<file path="config.mk">
export PLATFORM = sky130hd
export DESIGN_NAME = tmds_decode_align_flat
export DESIGN_NICKNAME = d
export VERILOG_FILES = /design/src/rtl/tmds_decode_align_if.sv /design/src/rtl/tmds_decode_align.sv /design/src/flat_wrapper.sv
export SDC_FILE = /design/constraint.sdc
export NUM_CORES = 1
export LEC_CHECK = 0
export CAP_MARGIN = 20
export CORE_MARGIN = 5
export CORE_UTILIZATION = 35
export CTS_CLUSTER_SIZE = 10
export DETAILED_ROUTE_END_ITERATION = 8
export GPL_ROUTABILITY_DRIVEN = 0
export SYNTH_ARGS = -nofsm -noshare
export SYNTH_HDL_FRONTEND = slang
export SYNTH_SLANG_ARGS = --single-unit
</file>
<file path="constraint.sdc">
create_clock -name iCLK -period 3.2 [get_ports iCLK]
set_input_delay 0.48 -clock iCLK [delete_from_list [all_inputs] [get_ports iCLK]]
set_output_delay 0.48 -clock iCLK [all_outputs]
set_load 0.01 [all_outputs]
</file>
<file path="src/rtl/tmds_decode_align_if.sv">
// Per-channel bus between the 10:1 deserializer side and the TMDS decoder/aligner.
interface tmds_decode_align_if;
    logic [9:0] iDATA;
    logic [7:0] oDATA;
    logic [1:0] oCTL;
    logic       oBLANK;
    logic       oLOCKED;
    logic [3:0] oOFFSET;

    modport master (output iDATA, input oDATA, oCTL, oBLANK, oLOCKED, oOFFSET);
    modport slave  (input iDATA, output oDATA, oCTL, oBLANK, oLOCKED, oOFFSET);
endinterface

</file>
<file path="src/rtl/tmds_decode_align.sv">
// TMDS receive channel: bit-slips raw deserializer words onto the symbol boundary
// using blanking control tokens, then decodes aligned symbols to pixel/control data.
module tmds_decode_align #(
    parameter int MISS_LIMIT = 16,
    parameter int LOCK_CNT   = 8,
    parameter int LOSS_LIMIT = 4096
) (
    input  logic               iCLK,
    input  logic               iRESET,
    tmds_decode_align_if.slave bus
);
    localparam int MissW = $clog2(MISS_LIMIT + 1);
    localparam int RunW  = $clog2(LOCK_CNT + 1);
    localparam int LossW = $clog2(LOSS_LIMIT + 1);

    localparam logic [MissW-1:0] MissLast = MissW'(MISS_LIMIT - 1);
    localparam logic [MissW-1:0] MissOne  = MissW'(1);
    localparam logic [RunW-1:0]  RunLast  = RunW'(LOCK_CNT - 1);
    localparam logic [RunW-1:0]  RunOne   = RunW'(1);
    localparam logic [LossW-1:0] LossLast = LossW'(LOSS_LIMIT - 1);
    localparam logic [LossW-1:0] LossOne  = LossW'(1);

    typedef enum logic {SEARCH, LOCKED} alignState_t;

    alignState_t      state, stateNext;
    logic [3:0]       offset, offsetNext;
    logic [MissW-1:0] missCnt, missCntNext;
    logic [RunW-1:0]  runCnt, runCntNext;
    logic [LossW-1:0] lossCnt, lossCntNext;

    logic [9:0]  prevWord;
    logic [19:0] pair;
    logic [9:0]  window;
    logic        tokenHit;
    logic [1:0]  tokenCtl;

    logic [9:0] s1Window;
    logic       s1Hit;
    logic [1:0] s1Ctl;
    logic [7:0] dWord;
    logic [7:0] decoded;

    logic [7:0] dataQ;
    logic [1:0] ctlQ;
    logic       blankQ;

    // The previous word forms the low half, so offset k skips the k earliest bits.
    assign pair   = {bus.iDATA, prevWord};
    assign window = 10'(pair >> offset);

    always_comb begin
        tokenHit = 1'b1;
        tokenCtl = 2'd0;
        case (window)
            10'h354: tokenCtl = 2'd0;
            10'h0AB: tokenCtl = 2'd1;
            10'h154: tokenCtl = 2'd2;
            10'h2AB: tokenCtl = 2'd3;
            default: tokenHit = 1'b0;
        endcase
    end

    always_comb begin
        stateNext   = state;
        offsetNext  = offset;
        missCntNext = missCnt;
        runCntNext  = runCnt;
        lossCntNext = lossCnt;
        case (state)
            SEARCH: begin
                lossCntNext = '0;
                if (tokenHit) begin
                    missCntNext = '0;
                    if (runCnt == RunLast) begin
                        stateNext  = LOCKED;
                        runCntNext = '0;
                    end else begin
                        runCntNext = runCnt + RunOne;
                    end
                end else begin
                    runCntNext = '0;
                    if (missCnt == MissLast) begin
                        missCntNext = '0;
                        offsetNext  = (offset == 4'd9) ? 4'd0 : offset + 4'd1;
                    end else begin
                        missCntNext = missCnt + MissOne;
                    end
                end
            end
            LOCKED: begin
                runCntNext  = '0;
                missCntNext = '0;
                // A token on the limit cycle wins, so only an unbroken drought drops lock.
                if (tokenHit) begin
                    lossCntNext = '0;
                end else if (lossCnt == LossLast) begin
                    stateNext   = SEARCH;
                    lossCntNext = '0;
                end else begin
                    lossCntNext = lossCnt + LossOne;
                end
            end
            default: stateNext = SEARCH;
        endcase
    end

    always_ff @(posedge iCLK) begin
        if (iRESET) begin
            state    <= SEARCH;
            offset   <= 4'd0;
            missCnt  <= '0;
            runCnt   <= '0;
            lossCnt  <= '0;
            prevWord <= 10'd0;
        end else begin
            state    <= stateNext;
            offset   <= offsetNext;
            missCnt  <= missCntNext;
            runCnt   <= runCntNext;
            lossCnt  <= lossCntNext;
            prevWord <= bus.iDATA;
        end
    end

    always_ff @(posedge iCLK) begin
        if (iRESET) begin
            s1Window <= 10'd0;
            s1Hit    <= 1'b0;
            s1Ctl    <= 2'd0;
        end else begin
            s1Window <= window;
            s1Hit    <= tokenHit;
            s1Ctl    <= tokenCtl;
        end
    end

    always_comb begin
        decoded    = '0;
        dWord      = s1Window[9] ? ~s1Window[7:0] : s1Window[7:0];
        decoded[0] = dWord[0];
        for (int i = 1; i < 8; i++) begin
            decoded[i] = s1Window[8] ? (dWord[i] ^ dWord[i-1]) : ~(dWord[i] ^ dWord[i-1]);
        end
    end

    // Output stage: unlocked forces blanking; data symbols keep the last control value.
    always_ff @(posedge iCLK) begin
        if (iRESET) begin
            dataQ  <= 8'd0;
            ctlQ   <= 2'd0;
            blankQ <= 1'b1;
        end else if (state != LOCKED) begin
            dataQ  <= 8'd0;
            ctlQ   <= 2'd0;
            blankQ <= 1'b1;
        end else if (s1Hit) begin
            dataQ  <= 8'd0;
            ctlQ   <= s1Ctl;
            blankQ <= 1'b1;
        end else begin
            dataQ  <= decoded;
            blankQ <= 1'b0;
        end
    end

    assign bus.oDATA   = dataQ;
    assign bus.oCTL    = ctlQ;
    assign bus.oBLANK  = blankQ;
    assign bus.oLOCKED = (state == LOCKED);
    assign bus.oOFFSET = offset;
endmodule
</file>
<file path="src/flat_wrapper.sv">
// flat-port wrapper written by rule: the top's interface ports become plain ports
module tmds_decode_align_flat 
#(
    parameter int MISS_LIMIT = 16,
    parameter int LOCK_CNT   = 8,
    parameter int LOSS_LIMIT = 4096
)
  (iCLK, iRESET, bus_iDATA, bus_oDATA, bus_oCTL, bus_oBLANK, bus_oLOCKED, bus_oOFFSET);
  tmds_decode_align_if bus_i ();
  input  logic iCLK;
  input  logic iRESET;
  input wire logic [$bits(bus_i.iDATA)-1:0] bus_iDATA;
  output wire logic [$bits(bus_i.oDATA)-1:0] bus_oDATA;
  output wire logic [$bits(bus_i.oCTL)-1:0] bus_oCTL;
  output wire logic [$bits(bus_i.oBLANK)-1:0] bus_oBLANK;
  output wire logic [$bits(bus_i.oLOCKED)-1:0] bus_oLOCKED;
  output wire logic [$bits(bus_i.oOFFSET)-1:0] bus_oOFFSET;
  assign bus_i.iDATA = bus_iDATA;
  assign bus_oDATA = bus_i.oDATA;
  assign bus_oCTL = bus_i.oCTL;
  assign bus_oBLANK = bus_i.oBLANK;
  assign bus_oLOCKED = bus_i.oLOCKED;
  assign bus_oOFFSET = bus_i.oOFFSET;
  tmds_decode_align #(.MISS_LIMIT(MISS_LIMIT), .LOCK_CNT(LOCK_CNT), .LOSS_LIMIT(LOSS_LIMIT)) u_core (.iCLK(iCLK), .iRESET(iRESET), .bus(bus_i));
endmodule
</file>
Yosys cells after proc, flatten, opt, wreduce, memory -nomap -nowiden

Cells that the tools add are included.

Add/subtract/negate cells: 4
Eq/ne operators: 8
Shift operators: 1
Multiplexer cells: 26
Bitwise operators: 17
Reduce and logical (&&, ||, !) cells: 4

Operator list:

| cell                    | number |
|---|---|
| $mux W13                | 2 |
| $pmux W13 S2            | 1 |
| $eq A10 B10 Y1 const B  | 2 |
| $shr A20 B4 Y10         | 1 |
| $add A13 B1 Y13 const B | 1 |
| $eq A13 B12 Y1 const B  | 1 |
| $mux W1                 | 13 |
| $mux W4                 | 3 |
| $eq A10 B8 Y1 const B   | 1 |
| $eq A10 B9 Y1 const B   | 1 |
| $mux W5                 | 2 |
| $pmux W5 S2             | 1 |
| $not A1 Y1              | 9 |
| $add A4 B1 Y4 const B   | 2 |
| $mux W8                 | 1 |
| $not A8 Y8              | 1 |
| $pmux W4 S2             | 1 |
| $xor A1 B1 Y1           | 7 |
| $pmux W2 S3             | 1 |
| $add A5 B1 Y5 const B   | 1 |
| $eq A5 B4 Y1 const B    | 1 |
| $eq A4 B3 Y1 const B    | 1 |
| $eq A4 B4 Y1 const B    | 1 |
| $reduce_or A4 Y1        | 1 |
| 4 further kinds         | 4 |

Register bits after elaboration: 61
Input port bits: 12
Output and inout port bits: 16
Logic and storage cells: 72

Logic depth before layout (Yosys ltp)

Gate-level depths: netlist of the first run.

Word-level depth: 6
Depth in mapped cells: 11
Depth with buffers taken out: 7

Worst setup path after synthesis of the first run

OpenSTA, ideal clock, no wires.

Kind: register to register
Start: register u_core.offset[3], in the netlist u_core.bus.oOFFSET[3]
End: register u_core.offset[0], in the netlist u_core.bus.oOFFSET[0]
Data arrival time: 2.613 ns
Slack: 0.464 ns
Cell stages (with the launch flop): 10
Period minus slack after synthesis: 2.736 ns
Path through: dfxtp_1 -> buf_6 -> buf_6 -> mux2_4 -> mux4_2 -> mux2_4 -> and4_1 -> buf_2 -> nor4b_1 -> mux2_1

Word-level cells in the longest chain between the ends: 6
Elaborated cells on any way between the ends: 11

Ends and longest elaborated chain:

| item                                         | line                     | text |
|---|---|---|
| from (decl)                                  | tmds_decode_align.sv:26  | `logic [3:0] offset, offsetNext;` |
| from (signal assigned)                       | tmds_decode_align.sv:117 | `offset <= offsetNext;` |
| $shr A20 B4 Y10                              | tmds_decode_align.sv:49  | `assign window = 10'(pair >> offset);` |
| $eq A10 B10 Y1, or another cell as far along | tmds_decode_align.sv:54  | `case (window)` |
| $reduce_or A4 Y1 (no line)                   | -                        |  |
| $mux W1                                      | tmds_decode_align.sv:54  |  |
| $not A1 Y1 (no line)                         | -                        |  |
| $reduce_and A3 Y1 (no line)                  | -                        |  |

Parallel ways exist; a longest one is shown, timed or not.
A chain may end at the register's enable or synchronous reset.

Final worst setup path of the first run

Start: input port bus_iDATA[4]
End: register u_core.lossCnt[12]

Word-level cells in the longest chain between the ends: 6
Elaborated cells on any way between the ends: 9

Ends and longest elaborated chain:

| item                                         | line                     | text |
|---|---|---|
| from (decl)                                  | flat_wrapper.sv:12       | `input wire logic [$bits(bus_i.iDATA)-1:0] bus_iDATA;` |
| $shr A20 B4 Y10 *                            | tmds_decode_align.sv:49  |  |
| $eq A10 B10 Y1, or another cell as far along | tmds_decode_align.sv:54  |  |
| $reduce_or A4 Y1 (no line) *                 | -                        |  |
| $mux W1 *                                    | tmds_decode_align.sv:54  |  |
| $mux W13 *                                   | tmds_decode_align.sv:94  | `if (tokenHit) begin` |
| $pmux W13 S2 *                               | tmds_decode_align.sv:69  | `case (state)` |
| to (signal assigned)                         | tmds_decode_align.sv:120 | `lossCnt <= lossCntNext;` |
| to (decl)                                    | tmds_decode_align.sv:29  | `logic [LossW-1:0] lossCnt, lossCntNext;` |

Every way passes the cells marked *; elsewhere a longest branch is shown, timed or not.

==> summary.txt, run 1 <==
Cells and area
  – Most frequent cells in the layout: dfxtp_1, nor2_1, clkdlybuf4s50_1
  – Most common cell after layout, fill and taps aside: dfxtp_1
  – Final nets: approximately 360
  – Layout cells sized above 1: 0.192
  – Diode count: 0
  – Layout area overhead: 22.6%

Logic synthesis
  – Ys flop type: dfxtp_1
  – Post-synth EDFFs: 0
  – Largest cells by area after synthesis: dfxtp_1, mux4_2, nor2_1, xnor2_1, nor2b_1
  – Synth Instances: ~300
  – Synth Cell Area: roughly 0.003 mm²
  – Avg Synthesized Cell Area: slightly above 10 µm²
  – Distinct cells, synth: 50
  – Dominant cell type by area after synthesis: dfxtp_1
  – Register area share after synthesis: 0.405
  – Area share of the largest cell type after synthesis: 0.405
  – Post-synthesis net count: around 320
  – Count of state elements after synthesis: approximately 60
  – Post-synth ARST share: 0
  – Synth warnings: 0

Floorplan
  – I/O Pins: 28
  – Row Count: 33
  – Initial Utilization: 0.363
  – Die area: 0.0106 mm²
  – Die Ht: just over 100 µm
  – Core region area: 0.00830 mm²
  – Die Width: roughly 100 µm

Clocking
  – Root Driver: clkbuf_8
  – CTS HTree Levels: 3
  – Post-CTS Repair Setup Buffers: 0
  – Clock Latency Late Sink: roughly 0.33 ns
  – CTS tree: built
  – CTS buffer count: 9
  – Sink Count: 61
  – Clock-pin slew on the worst setup and hold paths: 0.07 ns
  – Cts hold-fix bufs: 0
  – CTS Buffer Depth: 2

Place
  – Detailed Place HPWL: 4360 µm
  – IO buf count: 27

Power and ir drop
  – Pleak: 1.35 nW
  – Peak VDD IR: 298 µV
  – PwrDens: ~430 mW/mm²

Detailed routing
  – First DRT Iteration DRCs: 93
  – Via count: 2,196
  – Final wirelength: 5880 µm
  – Antenna-violating nets left: 0
  – WL/cell: 13.1 µm
  – DRC errors left: 0
  – Drt first pass iters: 4
  – Number of vias per cell: between 4 and 5

Setup path
  – CP cell instances: clkdlybuf4s50_1, mux4_2, mux2_2, mux2_4, nand4b_4, or3_1, nand3_1, buf_12, a311oi_1
  – Critical path arrival: 3.09 ns
  – Worst Path Required: ~3.4 ns
  – Critical Path Fanout Max: 12
  – CP Capture Type: register
  – Startpoint types: input port
  – Critical path type: input port to register
  – Crit-path slowest cell: mux4_2
  – CP peak stage delay: 0.53 ns

Timing
  – Max-slew violation count: 0
  – RSZ-0062 raised after global routing: false
  – Max Freq: 0.347 GHz
  – Post-layout minimum cycle time: 2.88 ns
  – Final setup fails: 0
  – WHS: between 0.4 and 0.5 ns
  – Max_slew headroom: 0.694
  – Final Hold Fails: 0
  – Skew final: 0.0104 ns
  – Tcrit/Tclk final: 0.901
  – Worst slew pin tran: 0.458 ns
  – Setup_tns: 0 ns

Run status
  – Status: finished clean

GRT
  – GR Overflow Total: 0
  – Total GRT Usage: 0.121
  – First-pass GRT wire length: 10,000 µm
  – Number of global-route vias before repair: 2,109
  – Initial antenna violation count: 0
  – Largest net degree at the start of global routing: 28

Job
  – Max-Cap Viols: 0

Hold path
  – Min-delay worst type: register to register
## cell type report
class	count	area (µm²)
sequential	61	1220
timing repair buffer	47	445
clock buffer	11	141
clock inverter	5	60.1
fill	796	4600
tap	105	131
multi-input combinational	216	1680
inverter	4	15.0
## what timing repair did
item,in CTS,in global routing
resized for setup,0,1
hold endpoints to repair,0,0
endpoints found under the setup margin,0,2
## layer usage
layer / global-route usage / vias to the layer above / part of all wire
met1: 0.167 / 988 / 0.50
met3: 0.0474 / 2 / 0.064
met5: 0 / - / 0
li1: - / 1137 / -
met2: 0.177 / 69 / 0.43
met4: 0.0359 / 0 / 0.0082
## critical path, delay by kind of cell
family,cells,cell delay (ns)
simple gates,3,0.78
compound gates,1,0.05
mux,3,1.16
buf+inv,2,0.62
## path summary, 6_finish.rpt
check	start	end	slack, ns	depth (start not counted)
min	u_core.missCnt[0]$_SDFF_PP0_	u_core.missCnt[0]$_SDFF_PP0_	0.45	1
min reg2reg	u_core.missCnt[0]$_SDFF_PP0_	u_core.missCnt[0]$_SDFF_PP0_	0.45	1
max	bus_iDATA[4]	u_core.lossCnt[12]$_SDFF_PP0_	0.32	9
max reg2reg	u_core.bus.oOFFSET[3]$_SDFFE_PP0P_	u_core.lossCnt[12]$_SDFF_PP0_	0.35	8
## cell families after synthesis
| group | synth area share |
|---|---|
| AND/OR/NAND/NOR | 0.227 |
| flip-flops | 0.405 |
| multiplexers | 0.174 |
| AO/OA/AOI/OAI | 0.0644 |
| XOR/XNOR | 0.0756 |
| buffers and inverters | 0.0374 |
| adder cells (fa/ha/maj) | 0.0166 |
## power breakdown
group	leakage, nW	switching [mW]	internal [mW]	total (mW)
clock	0.0995	0.299	0.382	0.681
combinational	0.754	0.0499	0.0604	0.110
sequential	0.497	0.00966	0.774	0.784
total	1.35	0.359	1.22	1.58
## Yosys cell counts, types with 6 or more instances
cell type / number
mux2_2: 7
xnor2_1: 17
nor2b_1: 20
o21ai_0: 6
xor2_1: 9
mux2i_1: 10
dfxtp_1: 61
buf_2: 6
mux4_2: 13
nand3_1: 14
clkbuf_1: 8
and3_1: 7
nor2_1: 50
## registers in the layout (all words and copies together), names as in the netlist
| name | cells |
|---|---|
| u_core.bus.oOFFSET | 4 |
| u_core.s1Window | 10 |
| u_core.s1Ctl | 2 |
| u_core.runCnt | 4 |
| u_core.bus.oCTL | 2 |
| u_core.bus.oBLANK | 1 |
| u_core.s1Hit | 1 |
| u_core.bus.oLOCKED | 1 |
| u_core.prevWord | 10 |
| u_core.bus.oDATA | 8 |
| u_core.lossCnt | 13 |
| u_core.missCnt | 5 |
## through the flow
step / area [µm²] / cells / power [mW] / worst slack [ns] / utilization
6_report: 3690 / 449 / 1.58 / 0.316 / 0.445
5_1_grt: 3690 / 449 / 1.66 / 0.257 / 0.445
4_1_cts: 3690 / 449 / 1.60 / 0.119 / 0.445
3_5_place_dp: 3490 / 433 / 0.912 / -0.0213 / 0.421
3_3_place_gp: 3490 / 433 / 0.912 / -0.00532 / 0.421
2_1_floorplan: 3010 / 299 / 0.870 / 0.464 / -
Power figures use the tool's default switching activity.
==> inputs of run 2 (changes only) <==
--- a/config.mk
+++ b/config.mk
@@ -6,8 +6,8 @@
 export NUM_CORES = 1
 export LEC_CHECK = 0
 export CAP_MARGIN = 20
-export CORE_MARGIN = 5
 export CORE_UTILIZATION = 35
+export CTS_CLUSTER_DIAMETER = 50
 export CTS_CLUSTER_SIZE = 10
 export DETAILED_ROUTE_END_ITERATION = 8
 export GPL_ROUTABILITY_DRIVEN = 0
==> constraint.sdc (replaced) <==
create_clock -name iCLK -period 3.25 [get_ports iCLK]
set_input_delay 0.4875 -clock iCLK [delete_from_list [all_inputs] [get_ports iCLK]]
set_output_delay 0.4875 -clock iCLK [all_outputs]
set_load 0.01 [all_outputs]
==> summary.txt, run 2 (synthesis results as in run 1) <==
Setup path
  – Crit-path slowest cell: dfxtp_1
  – CP peak stage delay: 0.58 ns (+0.05 ns)
  – CP top delay family: multiplexers
  – Critical path type: register to register
  – Startpoint types: register
  – Critical Path Fanout Max: 12 (unchanged)
  – CP Capture Type: register
  – WP buf/inv: 2 (unchanged)
  – CP cell instances: buf_4, mux4_2, mux2_2, mux2_4, nand4b_4, or3_1, nand3_1, buf_12, a311oi_1
  – Worst Path Required: 3.46 ns (+0.05 ns)
  – Critical path arrival: 3.13 ns (+0.04 ns)

GRT
  – GRT met1 Usage: 0.199 (+0.0323)
  – Largest net degree at the start of global routing: 21 (-25%)
  – M3 GR Usage: 0.0298 (-0.0176)
  – Number of global-route vias before repair: 2,082 (-1.3%)
  – Busiest grt layer: met2
  – Total GRT Usage: 0.146 (+0.0243)
  – Initial antenna violation count: 0 (unchanged)
  – GR Overflow Total: 0 (unchanged)
  – First-pass GRT wire length: 9990 µm (-0.41%)
  – Routing usage on met2: 0.220 (+0.0433)

Cells and area
  – Area occupied by registers: 0.00122 mm² (unchanged)
  – Diode count: 0 (unchanged)
  – Layout area overhead: 20.3%
  – Layout fillers: 809 (+1.6%)
  – Multi-input logic area: 0.00168 mm² (unchanged)
  – Biggest register: u_core.lossCnt
  – Largest regs: u_core.lossCnt (13), u_core.prevWord (10), u_core.s1Window (10)
  – Final nets: 348 (-2.0%)
  – Core Util, Final: 0.439 (-0.00611)
  – Max reg flops: 13 (unchanged)
  – Layout cells sized above 1: 0.178 (-0.0138)
  – Most common cell after layout, fill and taps aside: dfxtp_1
  – Most frequent cells in the layout: dfxtp_1, nor2_1, clkdlybuf4s50_1

Detailed routing
  – Final wirelength: 5860 µm (-0.46%)
  – Antenna-violating nets left: 0 (unchanged)
  – Via count: 2,178 (-0.82%)
  – WL/cell: 13.2 µm (+1.1%)
  – Number of vias per cell: 4.93 (+0.75%)
  – First DRT Iteration DRCs: 77 (-17%)
  – Drt first pass iters: 4 (unchanged)
  – DRC errors left: 0 (unchanged)

Clocking
  – CTS buffer count: 9 (unchanged)
  – CTS HTree Levels: 3 (unchanged)
  – Root Driver: clkbuf_8
  – Clock-pin slew on the worst setup and hold paths: 0.07 ns (about the same)
  – Sink Count: 61 (unchanged)
  – CTS Buffer Depth: 2 (unchanged)
  – CTS tree: built
  – Cts hold-fix bufs: 0 (unchanged)
  – Clock Latency Late Sink: 0.33 ns (about the same)

Floorplan
  – I/O Pins: 28 (unchanged)
  – Core region area: 0.00826 mm² (-0.50%)
  – Row Count: 33 (unchanged)
  – Initial Utilization: 0.365 (+0.00182)
  – Die Width: 94.8 µm (-7.8%)
  – Die Ht: 94.8 µm (-7.8%)
  – Die area: 0.00898 mm² (-15%)

Timing
  – RSZ-0062 raised after global routing: false
  – Final setup fails: 0 (unchanged)
  – Worst slew pin tran: 0.538 ns (+0.0797 ns)
  – Skew final: 0.00873 ns (-0.00169 ns)
  – Tcrit/Tclk final: 0.897
  – Max Freq: 0.343 GHz
  – Max-slew violation count: 0 (unchanged)
  – Max_slew headroom: 0.641 (-0.0527)
  – Final Hold Fails: 0 (unchanged)
  – Post-layout minimum cycle time: 2.91 ns
  – Setup_tns: 0 ns (unchanged)

Job
  – Max-Cap Viols: 0 (unchanged)

Run status
  – Status: finished clean

Power and ir drop
  – PwrDens: 425 mW/mm² (-0.31%)
  – Pleak: 1.32 nW (-2.6%)
  – Peak VDD IR: 154 µV (-48%)

Place
  – Detailed Place HPWL: 4300 µm (-1.4%)
  – IO buf count: 27 (unchanged)

Hold path
  – Min-delay worst type: register to register
[run 2: cell type report]
class,count,area share
sequential,61,0.337
clock buffer,9,0.0342
clock inverter,7,0.0204
timing repair buffer,40,0.105
multi-input combinational,216,0.463
tap,105,0.0362
inverter,4,0.00414
[run 2: final timing paths]
| check | startpoint | endpoint | slack, ns | cells past startpoint |
|---|---|---|---|---|
| worst max register to register | u_core.bus.oOFFSET[1]$_SDFFE_PP0P_ | u_core.lossCnt[12]$_SDFF_PP0_ | 0.34 | 9 |
| worst min register to register | u_core.lossCnt[12]$_SDFF_PP0_ | u_core.lossCnt[12]$_SDFF_PP0_ | 0.44 | 2 |
| worst min-delay path | u_core.lossCnt[12]$_SDFF_PP0_ | u_core.lossCnt[12]$_SDFF_PP0_ | 0.44 | 2 |
| worst max-delay path | u_core.bus.oOFFSET[1]$_SDFFE_PP0P_ | u_core.lossCnt[12]$_SDFF_PP0_ | 0.34 | 9 |
[run 2: worst reg2reg max path: stages, from the launching register on]
cell and delay [ns]:
dfxtp_1 0.58, buf_4 0.28, mux4_2 0.33, mux2_2 0.31, mux2_4 0.29, nand4b_4 0.19
or3_1 0.46, nand3_1 0.16, buf_12 0.14, a311oi_1 0.05
[run 2: routing by layer]
| layer | share of wire | wire length, µm |
|---|---|---|
| met4 | 0.0097 | 57 |
| met3 | 0.042 | 244 |
| met1 | 0.51 | 2980 |
| met5 | 0 | 0 |
| met2 | 0.44 | 2570 |
[run 2: per-stage QoR]
step | instance area (µm²) | hold slack, ns | instances | worst slack, ns | power (mW)
floorplan | 3010 | 0.416 | 299 | 0.514 | 0.856
global placement | 3430 | 0.429 | 426 | 0.0653 | 0.894
detailed placement | 3430 | 0.437 | 426 | 0.0220 | 0.895
CTS | 3620 | 0.448 | 442 | 0.134 | 1.56
global route | 3630 | 0.491 | 442 | 0.0585 | 1.61
finish | 3630 | 0.444 | 442 | 0.335 | 1.54
[run 2: repair_timing]
item / in CTS / in global routing
gates resized for setup: 0 / 1
setup buffers: 0 / 0
setup endpoints to repair: 0 / 4
hold endpoints to repair: 0 / 0
[run 2: power by group]
group	internal, mW	switching [mW]	leakage (nW)
combinational	0.0565	0.0482	0.719
sequential	0.762	0.0103	0.497
clock	0.356	0.308	0.0996
total	1.17	0.367	1.32
==> inputs of run 3 (changes only) <==
--- a/config.mk
+++ b/config.mk
@@ -7,6 +7,7 @@
 export LEC_CHECK = 0
 export CAP_MARGIN = 20
 export CORE_UTILIZATION = 35
+export CTS_BUF_LIST = sky130_fd_sc_hd__clkbuf_4 sky130_fd_sc_hd__clkbuf_8
 export CTS_CLUSTER_DIAMETER = 50
 export CTS_CLUSTER_SIZE = 10
 export DETAILED_ROUTE_END_ITERATION = 8
==> results of run 3 <==
The final DEF is identical to that of run 2; final timing and power are the same.
